==> src/rtl/clk_switch_ctrl.sv <==
// Clock-source switch controller: drives a 2:1 glitch-free clock mux and waits for it to settle.
// Define CLK_SW_ACK_TIMEOUT_EN to abort and revert when the acknowledge takes too long.
module clk_switch_ctrl #(
  parameter int unsigned DWELL_CYCLES = 16,
  parameter int unsigned ACK_TIMEOUT  = 256
) (
  input  logic clock,
  input  logic reset,
  input  logic io_req_valid,
  input  logic io_req_sel,
  output logic io_req_ready,
  output logic io_clksel,
  input  logic io_clkact,
  output logic io_cur_sel,
  output logic io_busy,
  output logic io_done,
  output logic io_err
);

  localparam logic [1:0] ST_IDLE     = 2'd0;
  localparam logic [1:0] ST_WAIT_ACK = 2'd1;
  localparam logic [1:0] ST_DWELL    = 2'd2;

  localparam logic [15:0] DWELL_LOAD = 16'(DWELL_CYCLES - 1);

  if (DWELL_CYCLES < 1 || DWELL_CYCLES > 65535 || ACK_TIMEOUT < 1 || ACK_TIMEOUT > 65535)
  begin : g_bad_param
    $error("clk_switch_ctrl: DWELL_CYCLES and ACK_TIMEOUT must be in 1..65535");
  end

  logic       act_meta;
  logic       act_sync;
  logic [1:0] state_q;
  logic [1:0] state_d;
  logic       clksel_q;
  logic       clksel_d;
  logic       cur_sel_q;
  logic       cur_sel_d;
  logic [15:0] dwell_q;
  logic [15:0] dwell_d;
  logic       done_q;
  logic       done_d;

  // io_clkact comes from the switched clock domain.
  always_ff @(posedge clock or negedge reset) begin
    if (!reset) begin
      act_meta <= 1'b0;
      act_sync <= 1'b0;
    end else begin
      act_meta <= io_clkact;
      act_sync <= act_meta;
    end
  end

`ifdef CLK_SW_ACK_TIMEOUT_EN
  localparam logic [15:0] ACK_LIMIT = 16'(ACK_TIMEOUT);

  logic        prev_sel_q;
  logic        prev_sel_d;
  logic [15:0] to_cnt_q;
  logic [15:0] to_cnt_d;
  logic        err_q;
  logic        err_d;
  logic        abort_q;
  logic        abort_d;
`endif

  always_comb begin
    state_d   = state_q;
    clksel_d  = clksel_q;
    cur_sel_d = cur_sel_q;
    dwell_d   = dwell_q;
    done_d    = 1'b0;
`ifdef CLK_SW_ACK_TIMEOUT_EN
    prev_sel_d = prev_sel_q;
    to_cnt_d   = to_cnt_q;
    err_d      = 1'b0;
    abort_d    = abort_q;
`endif

    case (state_q)
      ST_IDLE: begin
        if (io_req_valid) begin
          if (io_req_sel == cur_sel_q) begin
            done_d = 1'b1;
          end else begin
            clksel_d = io_req_sel;
            state_d  = ST_WAIT_ACK;
`ifdef CLK_SW_ACK_TIMEOUT_EN
            prev_sel_d = clksel_q;
            to_cnt_d   = 16'd0;
            abort_d    = 1'b0;
`endif
          end
        end
      end

      ST_WAIT_ACK: begin
`ifdef CLK_SW_ACK_TIMEOUT_EN
        if (to_cnt_q != 16'hffff) begin
          to_cnt_d = to_cnt_q + 16'd1;
        end
`endif
        // An acknowledge wins over a timeout that expires on the same cycle.
        if (act_sync == clksel_q) begin
          cur_sel_d = clksel_q;
          dwell_d   = DWELL_LOAD;
          state_d   = ST_DWELL;
        end
`ifdef CLK_SW_ACK_TIMEOUT_EN
        else if (to_cnt_q >= ACK_LIMIT) begin
          clksel_d = prev_sel_q;
          err_d    = 1'b1;
          abort_d  = 1'b1;
          dwell_d  = DWELL_LOAD;
          state_d  = ST_DWELL;
        end
`endif
      end

      ST_DWELL: begin
        if (dwell_q == 16'd0) begin
          state_d = ST_IDLE;
`ifdef CLK_SW_ACK_TIMEOUT_EN
          done_d = ~abort_q;
`else
          done_d = 1'b1;
`endif
        end else begin
          dwell_d = dwell_q - 16'd1;
        end
      end

      default: begin
        state_d = ST_IDLE;
      end
    endcase
  end

  always_ff @(posedge clock or negedge reset) begin
    if (!reset) begin
      state_q   <= ST_IDLE;
      clksel_q  <= 1'b0;
      cur_sel_q <= 1'b0;
      dwell_q   <= 16'd0;
      done_q    <= 1'b0;
    end else begin
      state_q   <= state_d;
      clksel_q  <= clksel_d;
      cur_sel_q <= cur_sel_d;
      dwell_q   <= dwell_d;
      done_q    <= done_d;
    end
  end

`ifdef CLK_SW_ACK_TIMEOUT_EN
  always_ff @(posedge clock or negedge reset) begin
    if (!reset) begin
      prev_sel_q <= 1'b0;
      to_cnt_q   <= 16'd0;
      err_q      <= 1'b0;
      abort_q    <= 1'b0;
    end else begin
      prev_sel_q <= prev_sel_d;
      to_cnt_q   <= to_cnt_d;
      err_q      <= err_d;
      abort_q    <= abort_d;
    end
  end

  assign io_err = err_q;
`else
  assign io_err = 1'b0;
`endif

  assign io_req_ready = (state_q == ST_IDLE);
  assign io_busy      = (state_q == ST_WAIT_ACK) || (state_q == ST_DWELL);
  assign io_clksel    = clksel_q;
  assign io_cur_sel   = cur_sel_q;
  assign io_done      = done_q;

endmodule

==> config.mk <==
export PLATFORM = sky130hd
export DESIGN_NAME = clk_switch_ctrl
export DESIGN_NICKNAME = d
export VERILOG_FILES = /design/src/rtl/clk_switch_ctrl.sv
export SDC_FILE = /design/constraint.sdc
export NUM_CORES = 1
export LEC_CHECK = 0
export CORE_MARGIN = 2
export CORE_UTILIZATION = 35
export DETAILED_ROUTE_END_ITERATION = 12
export DONT_BUFFER_PORTS = 1
export GPL_ROUTABILITY_DRIVEN = 1
export SETUP_SLACK_MARGIN = 0.15
export SLEW_MARGIN = 20
export SYNTH_ARGS = -nofsm -noshare
export SYNTH_HDL_FRONTEND = slang
export SYNTH_SLANG_ARGS = --single-unit
==> constraint.sdc <==
create_clock -name clock -period 5.3 [get_ports clock]
set_input_delay 0.795 -clock clock [delete_from_list [all_inputs] [get_ports clock]]
set_output_delay 0.795 -clock clock [all_outputs]
set_load 0.02 [all_outputs]
==> flow_summary.yaml <==
run_status:
  outcome: "completed"
placed_design:
  io_buffers: 0
  gp_congestion: 0.836
  place_area_um2: 1400
  hpwl_mm: 2.17
clock_tree:
  clkSlewWorstSetupHoldPaths_ns: 0.08
  cts_setup_buffers: 0
  cts_root_buf: "clkbuf_8"
  cts.sinks: 23
  cts_buffer_depth: 2
  cts_tree: "done"
  cts_buffers: 3
  clock_latency_ns: 0.26
  post_cts_resized: 0
  htreeDepth: 1
  cts.hold.buffers_added: 0
layout:
  seqCellArea_um2: 576
  postLayoutCellArea_um2: 1440
  nets: 152
  multi_input_area_um2: 723
  diodes: 0
  area_growth_pct: 6.67
  drive_gt1_frac: 0.0563
  layout_common_cells: "dfrtp_1, inv_1, o21ai_0, nand2_1, a21oi_1"
  layout_commonest_cell: "dfrtp_1"
  n_fill_cell: 389
synth:
  synth-edff-count: 0
  synth_area_per_cell_um2: 9.58
  ys_seq_elements: 23
  ys_types: 48
  ys_seq_area_frac: 0.426
  yosys_warnings: 0
  async_reset_ff_frac: 1.00
  synth_nets: 150
  synth_area_um2: 1350
  ys.flop_type: "dfrtp_1"
  syn_inst: 141
die:
  die_h_um: 66.1
  io_pins: 11
  fp.coreArea_um2: 3690
  dieArea_um2: 4370
  rows: 22
  start_util: 0.366
  die_w_um: 66.1
routing:
  wl_per_cell_um: 15.1
  via_count: 1113
  drcViolationCount: 0
  drtIter0Drc: 45
  dr.pass1.iters: 4
  viasPerCell: 5.86
  postRouteWirelength_mm: 2.87
  drtAntennaViolNets: 0
grt:
  grt-ovfl-total: 0
  grt_start_max_net_pins: 24
  grt_first_pass_wirelength_mm: 4.78
  grt_usage: 0.142
  antenna_found_initial: 0
  grt_pass1_vias: 1041
run:
  drv_cap: 0
timing:
  fin_setup_tns_ns: 0
  finalMaxSlewViolations: 0
  rsz0062_at_grt: "false"
  worstMarginPinSlew_ns: 0.738
  finalCritPeriodShare: 0.450
  hold_viol: 0
  clock_skew_ns: 0.00304
  fin_crit_ns: 2.39
  max_freq_mhz: 419
  slew_headroom: 0.505
  setup_viol: 0
power:
  p_leak_nw: 0.607
  ir_worst_vdd_uv: 254
  powerDensity_nw_per_um2: 397
worst_setup_path:
  r2r_slack_ns: 2.91
  worstPathArrival_ns: 2.55
  r2r_cells: 6
  crit_path_start_kind: "flip-flop"
  crit_fanout: 6
  reg2reg_from: "dwell_q[0]"
  required_ns: 5.46
  cp-end-kind: "flip-flop"
  worstSetupPathType: "flip-flop to flip-flop"
  rr_endpoint: "dwell_q[14]"
min_path:
  hp-class: "primary input to asynchronous set/reset pin"
[metal layers]
layer | vias to the layer above | track usage | wire length (µm)
met5 | - | 0 | 0
met4 | 0 | 0.0536 | 39
met3 | 4 | 0.0290 | 121
met2 | 23 | 0.219 | 1330
met1 | 541 | 0.195 | 1380
li1 | 545 | - | -
[stage by stage]
stage	setup slack, ns	instances	power (W)	hold slack [ns]	utilization
after detailed placement	2.97	186	0.000467	0.338	0.379
after global routing	2.78	190	0.000617	0.200	0.391
final	2.91	190	0.000572	0.217	0.391
after CTS	2.92	190	0.000577	0.210	0.391
after floorplan	3.24	141	0.000411	0.331	-
after global placement	3.01	186	0.000458	0.342	0.379
[kinds of logic after synthesis]
| group | synth area share |
|---|---|
| XOR/XNOR | 0.0194 |
| adder cells (fa/ha/maj) | 0.0370 |
| AND/OR/NAND/NOR | 0.208 |
| other | 0.00278 |
| buffers and inverters | 0.0389 |
| flip-flops | 0.426 |
| multiplexers | 0.0296 |
| AO/OA/AOI/OAI | 0.238 |
[power by group]
group	total, W	internal, W	switching (W)
combinational	0.000234	0.0000707	0.000163
clock	0.000108	0.0000536	0.0000544
sequential	0.000230	0.000197	0.0000329
[critical path, cell delays in order (launching register included)]
cell and delay [ns]:
dfrtp_1 0.40, inv_1 0.10, ha_1 0.26, or3b_2 0.55, a2111oi_2 0.59, a211oi_1 0.14, a31o_2 0.24
[synth_stat cells (2+ instances only)]
cell type,n,area share
dfrtp_1,23,0.43
inv_1,9,0.025
o21ai_0,9,0.033
a21oi_1,8,0.030
nand2_1,8,0.022
nor2_1,7,0.019
a211oi_1,6,0.033
nor4_1,5,0.023
ha_1,4,0.037
mux2i_1,4,0.030
nand3_1,4,0.015
or3_1,4,0.019
a211o_1,3,0.019
o31ai_1,3,0.017
or4_1,3,0.017
a31oi_1,2,0.0093
clkbuf_1,2,0.0056
nand2b_1,2,0.0093
nand4_1,2,0.0093
nor3_1,2,0.0074
nor3b_1,2,0.011
nor4b_1,2,0.013
xor2_1,2,0.013
[registers in the layout (all words and copies together) (netlist names)]
name / cells
io_cur_sel: 1
act_meta: 1
io_done: 1
dwell_q: 16
state_q: 2
act_sync: 1
io_clksel: 1
[final cells by class]
class | count | share of cell area
Multi-Input combinational cell | 105 | 0.502
Sequential cell | 23 | 0.399
Clock buffer | 4 | 0.0313
Tap cell | 48 | 0.0417
Inverter | 10 | 0.0260
[worst max path at each step]
stage                     depth (start not counted)   startpoint     endpoint  slack, ns
final                                             6   dwell_q[0]  dwell_q[14]       2.91
after global routing                              4  dwell_q[11]   state_q[1]       2.78
after CTS                                         6   dwell_q[0]  dwell_q[14]       2.92
after detailed placement                          6   dwell_q[0]  dwell_q[14]       2.97
after global placement                            6   dwell_q[0]  dwell_q[14]       3.01
after floorplan                                   8   state_q[0]  dwell_q[15]       3.24
Note: power is estimated with default switching activity, not from simulation.
